==> config.mk <==
export PLATFORM = sky130hd
export DESIGN_NAME = aoc_job_sequencer
export DESIGN_NICKNAME = d
export VERILOG_FILES = /design/src/rtl/aoc_job_sequencer.sv
export SDC_FILE = /design/constraint.sdc
export NUM_CORES = 1
export LEC_CHECK = 0
export CORE_MARGIN = 1.5
export CORE_UTILIZATION = 55
export CTS_CLUSTER_SIZE = 10
export DETAILED_ROUTE_END_ITERATION = 10
export HOLD_SLACK_MARGIN = 0.05
export PLACE_DENSITY = 0.78
export SYNTH_ARGS = -nofsm -noshare
export SYNTH_HDL_FRONTEND = slang
export SYNTH_SLANG_ARGS = --single-unit
==> constraint.sdc <==
create_clock -name sysclk -period 4.4 [get_ports sysclk]
set_input_delay 0.88 -clock sysclk [delete_from_list [all_inputs] [get_ports sysclk]]
set_output_delay 0.88 -clock sysclk [all_outputs]
set_load 0.1 [all_outputs]
==> src/rtl/aoc_job_sequencer.sv <==
// Job sequencer: parses the AA/L/H/Q header, streams line bytes to the solver core,
// accumulates per-line results and sends the sum out MSB first. All outputs are registered.
module aoc_job_sequencer #(
  parameter int SUM_W  = 64,
  parameter int LCNT_W = 12
) (
  input  logic              sysclk,
  input  logic              rst,
  input  logic              rx_valid,
  input  logic [7:0]        rx_data,
  input  logic              rx_err,
  output logic              core_start,
  output logic [3:0]        cfg_digits,
  output logic              core_byte_valid,
  output logic [7:0]        core_byte,
  output logic              core_last,
  input  logic              core_done,
  input  logic [SUM_W-1:0]  core_result,
  output logic              tx_start,
  output logic [7:0]        tx_data,
  input  logic              tx_busy,
  output logic              busy,
  output logic              done,
  output logic              err,
  output logic [1:0]        err_code
);

  localparam int NB = SUM_W / 8;
  localparam int KW = (NB > 1) ? $clog2(NB) : 1;

  typedef enum logic [3:0] {
    IDLE, HDR_L, HDR_H, HDR_Q, START, LINE, WAIT_CORE, SEND, TX_WAIT, DONE
  } state_t;

  state_t             state_q;
  logic [SUM_W-1:0]   sum_q;
  logic [7:0]         l_q;
  logic [7:0]         h_q;
  logic [LCNT_W-1:0]  n_q;
  logic [LCNT_W-1:0]  line_cnt_q;
  logic [7:0]         byte_cnt_q;
  logic               hold_vld_q;
  logic [7:0]         hold_dat_q;
  logic [KW-1:0]      k_q;
  logic               guard_q;

  logic               core_start_q, core_byte_valid_q, core_last_q, tx_start_q;
  logic               busy_q, done_q, err_q;
  logic [3:0]         cfg_digits_q;
  logic [7:0]         core_byte_q, tx_data_q;
  logic [1:0]         err_code_q;

  logic [LCNT_W-1:0]  hdr_n;
  logic               is_last;
  logic [7:0]         line_fwd_dat;
  logic [SUM_W-1:0]   sum_shift;
  logic [1:0]         abort_code;

  assign hdr_n        = {h_q, rx_data[7:4]};
  assign is_last      = (byte_cnt_q == l_q - 8'd1);
  assign line_fwd_dat = hold_vld_q ? hold_dat_q : rx_data;
  assign sum_shift    = sum_q << {k_q, 3'b000};

  // rx errors abort any active job; a second early byte overruns the one-entry holding register
  always_comb begin
    abort_code = 2'd0;
    if (state_q != IDLE && rx_valid && rx_err)
      abort_code = 2'd2;
    else if ((state_q == START || state_q == WAIT_CORE) && rx_valid && hold_vld_q)
      abort_code = 2'd3;
  end

  always_ff @(posedge sysclk) begin
    if (rst) begin
      state_q           <= IDLE;
      sum_q             <= '0;
      l_q               <= '0;
      h_q               <= '0;
      n_q               <= '0;
      line_cnt_q        <= '0;
      byte_cnt_q        <= '0;
      hold_vld_q        <= 1'b0;
      hold_dat_q        <= '0;
      k_q               <= '0;
      guard_q           <= 1'b0;
      core_start_q      <= 1'b0;
      core_byte_valid_q <= 1'b0;
      core_last_q       <= 1'b0;
      core_byte_q       <= '0;
      cfg_digits_q      <= '0;
      tx_start_q        <= 1'b0;
      tx_data_q         <= '0;
      busy_q            <= 1'b0;
      done_q            <= 1'b0;
      err_q             <= 1'b0;
      err_code_q        <= '0;
    end else begin
      core_start_q      <= 1'b0;
      core_byte_valid_q <= 1'b0;
      core_last_q       <= 1'b0;
      tx_start_q        <= 1'b0;
      done_q            <= 1'b0;
      if (abort_code != 2'd0) begin
        state_q    <= IDLE;
        err_q      <= 1'b1;
        err_code_q <= abort_code;
        busy_q     <= 1'b0;
        hold_vld_q <= 1'b0;
      end else begin
        case (state_q)
          IDLE: if (rx_valid && !rx_err && rx_data == 8'hAA) begin
            state_q    <= HDR_L;
            sum_q      <= '0;
            err_q      <= 1'b0;
            err_code_q <= '0;
            busy_q     <= 1'b1;
            hold_vld_q <= 1'b0;
          end
          HDR_L: if (rx_valid) begin
            l_q     <= rx_data;
            state_q <= HDR_H;
          end
          HDR_H: if (rx_valid) begin
            h_q     <= rx_data;
            state_q <= HDR_Q;
          end
          HDR_Q: if (rx_valid) begin
            if (l_q == 8'd0 || hdr_n == '0 || rx_data[3:0] == 4'd0) begin
              err_q      <= 1'b1;
              err_code_q <= 2'd1;
              busy_q     <= 1'b0;
              state_q    <= IDLE;
            end else begin
              n_q          <= hdr_n;
              cfg_digits_q <= rx_data[3:0];
              line_cnt_q   <= '0;
              byte_cnt_q   <= '0;
              core_start_q <= 1'b1;
              state_q      <= START;
            end
          end
          START: begin
            // A byte held over from WAIT_CORE goes out right behind core_start
            if (hold_vld_q) begin
              core_byte_valid_q <= 1'b1;
              core_byte_q       <= hold_dat_q;
              core_last_q       <= is_last;
              byte_cnt_q        <= byte_cnt_q + 8'd1;
              hold_vld_q        <= 1'b0;
              state_q           <= is_last ? WAIT_CORE : LINE;
            end else begin
              state_q <= LINE;
              if (rx_valid) begin
                hold_vld_q <= 1'b1;
                hold_dat_q <= rx_data;
              end
            end
          end
          LINE: if (hold_vld_q || rx_valid) begin
            core_byte_valid_q <= 1'b1;
            core_byte_q       <= line_fwd_dat;
            core_last_q       <= is_last;
            byte_cnt_q        <= byte_cnt_q + 8'd1;
            hold_vld_q        <= hold_vld_q && rx_valid;
            if (hold_vld_q && rx_valid) hold_dat_q <= rx_data;
            if (is_last) state_q <= WAIT_CORE;
          end
          WAIT_CORE: begin
            if (rx_valid) begin
              hold_vld_q <= 1'b1;
              hold_dat_q <= rx_data;
            end
            if (core_done) begin
              sum_q      <= sum_q + core_result;
              line_cnt_q <= line_cnt_q + LCNT_W'(1);
              if (line_cnt_q == n_q - LCNT_W'(1)) begin
                state_q <= SEND;
                k_q     <= '0;
              end else begin
                byte_cnt_q   <= '0;
                core_start_q <= 1'b1;
                state_q      <= START;
              end
            end
          end
          SEND: if (!tx_busy) begin
            tx_data_q  <= sum_shift[SUM_W-1 -: 8];
            tx_start_q <= 1'b1;
            guard_q    <= 1'b1;
            state_q    <= TX_WAIT;
          end
          // tx_busy only rises the cycle after tx_start, so the first cycle here is skipped
          TX_WAIT: begin
            if (guard_q) begin
              guard_q <= 1'b0;
            end else if (!tx_busy) begin
              if (k_q == KW'(NB - 1)) begin
                done_q  <= 1'b1;
                busy_q  <= 1'b0;
                state_q <= DONE;
              end else begin
                k_q     <= k_q + KW'(1);
                state_q <= SEND;
              end
            end
          end
          DONE:    state_q <= IDLE;
          default: state_q <= IDLE;
        endcase
      end
    end
  end

  assign core_start      = core_start_q;
  assign cfg_digits      = cfg_digits_q;
  assign core_byte_valid = core_byte_valid_q;
  assign core_byte       = core_byte_q;
  assign core_last       = core_last_q;
  assign tx_start        = tx_start_q;
  assign tx_data         = tx_data_q;
  assign busy            = busy_q;
  assign done            = done_q;
  assign err             = err_q;
  assign err_code        = err_code_q;

endmodule

* Word level (Yosys, flattened, before mapping) *
Cells that the tools add are included.

storage, ports and cells
  flip-flop bits (word level) = 158
  word-level logic and storage cells = 199

cells by class
  add/sub/neg operators = 6
  equality and inequality tests = 35
  shifts and indexed selects = 1
  mux-type cells = 84
  bitwise logic cells = 5
  reductions and logical operators = 46

operators by type and width
  cell                     count
  $mux W64                 2
  $pmux W64 S2             1
  $mux W8                  13
  $add A64 B64 Y64         1
  $shl A64 B6 Y64          1
  $mux W4                  11
  $ne A2 B2 Y1 const B     19
  $mux W12                 3
  $pmux W4 S9              1
  $pmux W8 S4              1
  $mux W1                  25
  $pmux W12 S2             1
  $pmux W8 S3              1
  $reduce_and A4 Y1        5
  $mux W2                  9
  $mux W3                  6
  $eq A4 B3 Y1 const B     4
  $pmux W8 S2              1
  $reduce_and A7 Y1        2
  $add A12 B1 Y12 const B  1
  $eq A12 B12 Y1           1
  $logic_not A12 Y1        1
  $reduce_and A3 Y1        4
  $reduce_bool A2 Y1       6
  other kinds (31)         57

* Longest topological paths before layout *
Gate-level depths: netlist of the first run.

  depth in word-level cells = 9
  mapped depth = 13
  gate-level depth less buffers = 12

* Worst setup path after synthesis of the first run *
OpenSTA, ideal clock, no wires.

  path kind = input-to-reg
  from = input port core_result[0]
  to = register sum_q[54]
  library setup time = 0.117 ns
  arrival time = 3.688 ns
  path slack = 0.595 ns
  cell stages on the path = 12
  buffers on the path = 0
  cells stage by stage = ha_1 > fa_1 > a211oi_1 > o21bai_1 > a211oi_1 > nor4_1 > o21ai_1 > a21boi_0 > a21oi_1 > a21oi_1 > or3_1 > a32o_1

between the ends
  word-level cells in the longest chain between the ends = 3

RTL lines
  item                  RTL line  RTL
  from (decl)           18        input logic [SUM_W-1:0] core_result,
  $add A64 B64 Y64      174       sum_q <= sum_q + core_result;
  $mux W64              173       if (core_done) begin
  $pmux W64 S2          110       case (state_q)
  to (signal assigned)  174
  to (decl)             36        logic [SUM_W-1:0] sum_q;

No other way between the ends. The select of a mux whose other input is x is not followed.
A chain may end at the register's enable or synchronous reset.

* Worst setup path after layout of the first run *
  from = input port core_result[33]
  to = register sum_q[59]

The elaborated chain is that of the path after synthesis.

==> results of run 1 <==
[how the worst max path moves through the flow]
stage	end	slack, ns
2_1_floorplan	sum_q[54]	0.59
3_3_place_gp	sum_q[59]	-0.10
3_5_place_dp	sum_q[59]	-0.16
4_1_cts	sum_q[59]	0.29
5_1_grt	sum_q[59]	0.06
6_report	sum_q[59]	0.16
[metrics by stage]
stage	total power, mW	cell area [µm²]	TNS, ns
2_1_floorplan	2.30	10800	0
3_3_place_gp	2.59	12200	-0.100
3_5_place_dp	2.60	12200	-0.174
4_1_cts	4.11	12800	0
5_1_grt	4.28	12800	0
6_report	4.11	12800	0
[kinds of logic after synthesis]
kind of cell	Yosys count	share of synthesized area, %
simple gates	469	20.1
compound gates	391	23.3
flops	158	29.2
buf+inv	103	3.73
xor+xnor	98	7.93
fa+ha+maj	71	8.28
mux	60	7.40
[area by class of cell]
type	instances	share of cell area, %
Multi-Input combinational cell	1089	56.9
Sequential cell	158	24.8
Timing Repair Buffer	139	10.2
Clock buffer	19	3.55
Tap cell	265	2.60
Clock inverter	13	1.19
Inverter	24	0.706
[registers in the layout, indices dropped and copies added, names as in the netlist, 2 cells and up]
signal / cells
h_q: 8
cfg_digits: 4
hold_dat_q: 8
err_code: 2
l_q: 8
core_byte: 8
line_cnt_q: 12
state_q: 4
byte_cnt_q: 8
n_q: 12
sum_q: 64
k_q: 3
tx_data: 8
[worst max-delay path, stage by stage]
cell and delay, ns:
clkdlybuf4s50_1 0.41, ha_1 0.41, nand4_1 0.24, or4_1 0.60, or3_1 0.44, a211oi_1 0.48, nor3_1 0.16, a21oi_1 0.28
a21oi_1 0.17, o21ai_1 0.17, xnor2_1 0.15, o21ai_0 0.12
[cells in the final DEF, fill, tap and decap left out, types with 16 or more instances in the layout]
| cell | instances |
|---|---|
| o21ai_0 | 63 |
| a21o_1 | 35 |
| a211oi_1 | 27 |
| nor3_1 | 28 |
| nand2_1 | 147 |
| mux2i_1 | 44 |
| xor2_1 | 46 |
| buf_4 | 34 |
| mux4_2 | 16 |
| inv_1 | 23 |
| clkdlybuf4s50_1 | 105 |
| o21bai_1 | 18 |
| nand4_1 | 17 |
| xnor2_1 | 52 |
| ha_1 | 70 |
| a21oi_1 | 117 |
| dfxtp_1 | 158 |
| a22oi_1 | 37 |
| clkbuf_16 | 17 |
| nor2_1 | 154 |
| nand3_1 | 31 |
| nor4_1 | 17 |
[per-layer routing]
metal  global-route usage, %  vias up
li1                        -     5097
met1                    39.3     4859
met2                    49.0      361
met3                    4.30       68
met4                    11.6        0
met5                       0        -
[power breakdown]
group / internal, mW / switching (mW) / total (mW)
clock network: 0.880 / 0.654 / 1.53
logic: 0.373 / 0.651 / 1.02
registers: 1.48 / 0.0708 / 1.56
==> flow_metrics.py, run 1 <==
metrics = {
    "status": {
        "status": "finished clean",
    },
    "placement": {
        "post-place-ws_ns": -0.161,
        "dp_cells": 1675,
        "dp_hpwl_um": 22700,
        "place_congestion": 0.950,
        "io_buffers": 106,
    },
    "hold_path": {
        "hold_end": "n_q[6]",
        "holdCritStartpoint": "h_q[2]",
        "hold_class": "flop to flop",
        "min_delay_path_depth": 2,
    },
    "setup_path": {
        "cp-end-kind": "flop",
        "cp-startpoint": "core_result[33]",
        "reg2reg_from": "sum_q[33]",
        "r2r_slack_ns": 0.66,
        "startpoint_type": "primary input",
        "cp_max_fo": 6,
        "critPathKind": "primary input to flop",
        "worstPathArrival_ns": 4.50,
        "cp.required_ns": 4.66,
        "r2r_end": "sum_q[59]",
        "worstRegToRegCells": 11,
    },
    "drt": {
        "first_iter_violations": 748,
        "wl_met3_um": 1970,
        "top_layer": "met4",
        "wl_met2_um": 14000,
        "drt_pass1_iterations": 5,
        "drc": 0,
        "met1_length_um": 13000,
        "via_per_inst": 6.08,
        "routed_wirelength_um": 29800,
        "antenna_left": 0,
        "vias": 10400,
        "post_drt_wl_per_cell_um": 17.5,
    },
    "power": {
        "powerDensity_nw_per_um2": 322,
        "leakage_nw": 5.28,
        "max-vdd-ir-drop_mv": 0.275,
    },
    "timing": {
        "finalHoldViolations": 0,
        "setup_violations": 0,
        "layout_setup_ws_ns": 0.164,
        "fin_hold_ws_ns": 0.474,
        "rsz0062_at_grt": "false",
        "slew_violations": 0,
        "maxSlewHeadroom_pct": 29.9,
        "post-route-min-period_ns": 4.24,
        "timing.fmax_ghz": 0.236,
        "skew_ns": 0.0145,
        "tightest_slew_ns": 1.05,
        "fin_crit_sh_pct": 96.3,
    },
    "yosys": {
        "yosys.cell_count.top_type": "dfxtp_1",
        "synth_top_area_cell": "dfxtp_1",
        "syn-mean-instance-area_um2": 8.02,
        "synth_ff_type": "dfxtp_1",
        "async_flop_share_pct": 0,
        "synth.ff_latch_count": 158,
        "synth_top_area_share_pct": 29.2,
        "ys_seq_area_share_pct": 29.2,
        "syn_area_um2": 10800,
        "synth_edf_count": 0,
        "synth_common_cells": "dfxtp_1, nor2_1, nand2_1",
        "ys_warn_count": 0,
        "synth.area.top_cells": "dfxtp_1, ha_1, a21oi_1, nor2_1, nand2_1",
        "syn_nets": 1499,
        "synthCells": 1350,
        "synth_cell_type_count": 71,
    },
    "floorplanning": {
        "die_y_um": 143,
        "dieArea_um2": 20500,
        "rows": 51,
        "dieWidth_um": 143,
        "coreArea_um2": 19400,
        "start_util_pct": 55.8,
        "ioPinCount": 107,
    },
    "cts": {
        "cts_max_path_buffers": 2,
        "cts_tree": "built",
        "cts_max_level": 4,
        "numCtsBuffers": 17,
        "cts_root_buf": "clkbuf_16",
        "postCtsHoldBufs": 0,
        "cts_resized": 0,
        "path_clk_slew_ns": 0.07,
        "cts_setup_buffers": 0,
        "clock-sinks": 158,
        "clkLatencyLatePin_ns": 0.43,
    },
    "final_layout": {
        "n_antenna_cell": 0,
        "fin_util_pct": 65.8,
        "final_cells": 1707,
        "fill_cells": 1737,
        "nNetsFinal": 1578,
        "multi_input_area_um2": 7260,
        "seq_area_um2": 3160,
        "drive_above_1_share_pct": 6.38,
        "areaGrowthSynthToFinish_pct": 17.8,
    },
    "global_routing": {
        "grt_use_total_pct": 29.7,
        "grt_max_degree": 66,
        "antenna_found_initial": 0,
        "grt_pass1_wl_um": 48600,
        "gr-total-overflow": 0,
        "first_global_vias": 9584,
    },
    "flow_run": {
        "drv_cap": 0,
    },
}
(Power assumes the default switching activity.)
==> run 2: changes to the inputs <==
--- a/config.mk
+++ b/config.mk
@@ -5,12 +5,14 @@
 export SDC_FILE = /design/constraint.sdc
 export NUM_CORES = 1
 export LEC_CHECK = 0
+export CORE_ASPECT_RATIO = 0.9
 export CORE_MARGIN = 1.5
 export CORE_UTILIZATION = 55
 export CTS_CLUSTER_SIZE = 10
 export DETAILED_ROUTE_END_ITERATION = 10
 export HOLD_SLACK_MARGIN = 0.05
 export PLACE_DENSITY = 0.78
+export RECOVER_POWER = 50
 export SYNTH_ARGS = -nofsm -noshare
 export SYNTH_HDL_FRONTEND = slang
 export SYNTH_SLANG_ARGS = --single-unit
==> flow_metrics.py, run 2 (synthesis gave the netlist of run 1 again) <==
metrics = {
    "cts": {
        "clock-sinks": 158,
        "postCtsHoldBufs": 0,
        "cts_root_buf": "clkbuf_16",
        "numCtsBuffers": 17,
        "cts_max_level": 4,
        "cts_max_path_buffers": 2,
        "cts_tree": "built",
        "clkLatencyLatePin_ns": 0.45,
        "cts_setup_buffers": 0,
        "path_clk_slew_ns": 0.08,
        "cts_resized": 0,
    },
    "setup_path": {
        "cp-startpoint": "core_result[0]",
        "reg2reg_from": "state_q[2]",
        "cp_max_fo": 3,
        "r2r_end": "sum_q[47]",
        "cp.depth": 13,
        "crit_end": "sum_q[54]",
        "critPathTopFamily": "compound AO/OA/AOI/OAI gates",
        "cp.required_ns": 4.73,
        "critPathKind": "primary input to flop",
        "r2r_slack_ns": 0.55,
        "path_cells": "clkdlybuf4s50_1, ha_1, fa_1, a211oi_1, o21bai_1, a211oi_1, nor4_1, o21ai_1, a21boi_0, a21oi_1, a21oi_1, or3_1, a32o_1",
        "worstPathArrival_ns": 4.59,
        "cp_slowest_cell": "a211oi_1",
        "worst-path-buf-inv": 1,
        "cp-end-kind": "flop",
        "critPathMaxStageDelay_ns": 0.47,
        "worstRegToRegCells": 10,
        "startpoint_type": "primary input",
    },
    "timing": {
        "rsz0062_at_grt": "false",
        "tns_ns": 0,
        "setup_violations": 0,
        "finalHoldViolations": 0,
        "maxSlewHeadroom_pct": 18.1,
        "post-route-min-period_ns": 4.25,
        "tightest_slew_ns": 1.23,
        "layout_setup_ws_ns": 0.146,
        "skew_ns": 0.0182,
        "timing.fmax_ghz": 0.235,
        "slew_violations": 0,
        "fin_crit_sh_pct": 96.7,
        "fin_hold_ws_ns": 0.469,
    },
    "placement": {
        "post-place-ws_ns": -0.164,
        "place_congestion": 0.960,
        "placed_area_um2": 12200,
        "dp_hpwl_um": 23600,
        "io_buffers": 106,
    },
    "floorplanning": {
        "coreArea_um2": 19200,
        "die_y_um": 136,
        "dieArea_um2": 20500,
        "start_util_pct": 56.3,
        "ioPinCount": 107,
        "dieWidth_um": 151,
        "rows": 48,
    },
    "drt": {
        "post_drt_wl_per_cell_um": 18.3,
        "via_per_inst": 6.25,
        "antenna_left": 0,
        "routed_wirelength_um": 31200,
        "drc": 0,
        "first_iter_violations": 1013,
        "drt_pass1_iterations": 7,
        "vias": 10700,
    },
    "power": {
        "powerDensity_nw_per_um2": 321,
        "leakage_nw": 5.45,
        "max-vdd-ir-drop_mv": 0.232,
    },
    "final_layout": {
        "finalInstanceArea_um2": 12800,
        "mostFrequentLayoutCells": "dfxtp_1, nor2_1, nand2_1",
        "final_common_cell": "dfxtp_1",
        "regMostFlops": "sum_q",
        "largest_reg_flops": 64,
        "fin_util_pct": 66.8,
        "largestRegisters": "sum_q x64, line_cnt_q x12, n_q x12",
        "areaGrowthSynthToFinish_pct": 18.6,
        "n_antenna_cell": 0,
        "nNetsFinal": 1592,
        "fill_cells": 1626,
        "drive_above_1_share_pct": 7.01,
    },
    "status": {
        "status": "finished clean",
    },
    "flow_run": {
        "drv_cap": 0,
    },
    "global_routing": {
        "grt_max_degree": 71,
        "gr-total-overflow": 0,
        "grt_pass1_wl_um": 49700,
        "grt_use_total_pct": 30.8,
        "first_global_vias": 9696,
        "antenna_found_initial": 1,
    },
    "hold_path": {
        "hold_class": "flop to flop",
    },
}
## run 2: changes by cell type in the layout (fill, tap and decap cells not counted), moves of 2 or more
cell,change
buf_4,+11
bufinv_16,-2
clkbuf_1,+3
clkbuf_8,-2
clkdlybuf4s50_1,-30
clkinv_8,+6
clkinvlp_4,-2
dlygate4sd3_1,+30
inv_6,-5
inv_8,+5
## run 2: final cells by class
type / count / area [µm²] / share of cell area, %
clock buffers: 17 / 425 / 3.31
clock inverters: 15 / 190 / 1.48
inverters: 24 / 90.1 / 0.702
multi-input cells: 1089 / 7260 / 56.5
flip-flops and latches: 158 / 3160 / 24.6
well taps: 250 / 313 / 2.44
repair buffers: 153 / 1400 / 10.9
## run 2: layer usage
metal,vias up,wire length (µm),global-route usage [%]
li1,5134,-,-
met1,4966,14200,42.8
met2,492,13500,47.1
met3,64,2740,7.05
met4,0,761,10.1
met5,-,0,0
## run 2: worst min-delay path by stage
| stage | slack, ns | cells after the start | start | endpoint |
|---|---|---|---|---|
| 4_1_cts | 0.47 | 2 | h_q[3] | n_q[7] |
| 3_3_place_gp | 0.46 | 2 | h_q[3] | n_q[7] |
| 5_1_grt | 0.48 | 2 | cfg_digits[3] | cfg_digits[3] |
| 3_5_place_dp | 0.47 | 2 | cfg_digits[1] | cfg_digits[1] |
| 6_report | 0.47 | 2 | h_q[3] | n_q[7] |
| 2_1_floorplan | 0.44 | 2 | sum_q[57] | sum_q[57] |
## run 2: report_power, final
| part | switching [mW] | total (mW) | internal (mW) | leakage, nW |
|---|---|---|---|---|
| sequential | 0.0792 | 1.56 | 1.48 | 1.27 |
| combinational | 0.669 | 1.04 | 0.375 | 3.88 |
| clock | 0.741 | 1.52 | 0.775 | 0.296 |
| total | 1.49 | 4.12 | 2.63 | 5.45 |
## run 2: worst register-to-register path, stage by stage, from the launching register on
cell,delay [ns]
dfxtp_1,0.58
nand2b_1,0.18
nor2_1,0.47
a22o_1,0.23
and2_0,0.45
a211o_1,0.34
clkbuf_1,0.85
nor2_2,0.08
buf_4,0.28
a22oi_1,0.21
nor2_1,0.06
## run 2: stage by stage
step / total power [mW] / std cells
2_1_floorplan: 2.30 / 1350
3_3_place_gp: 2.60 / 1674
3_5_place_dp: 2.62 / 1674
4_1_cts: 4.13 / 1706
5_1_grt: 4.28 / 1706
6_report: 4.12 / 1706
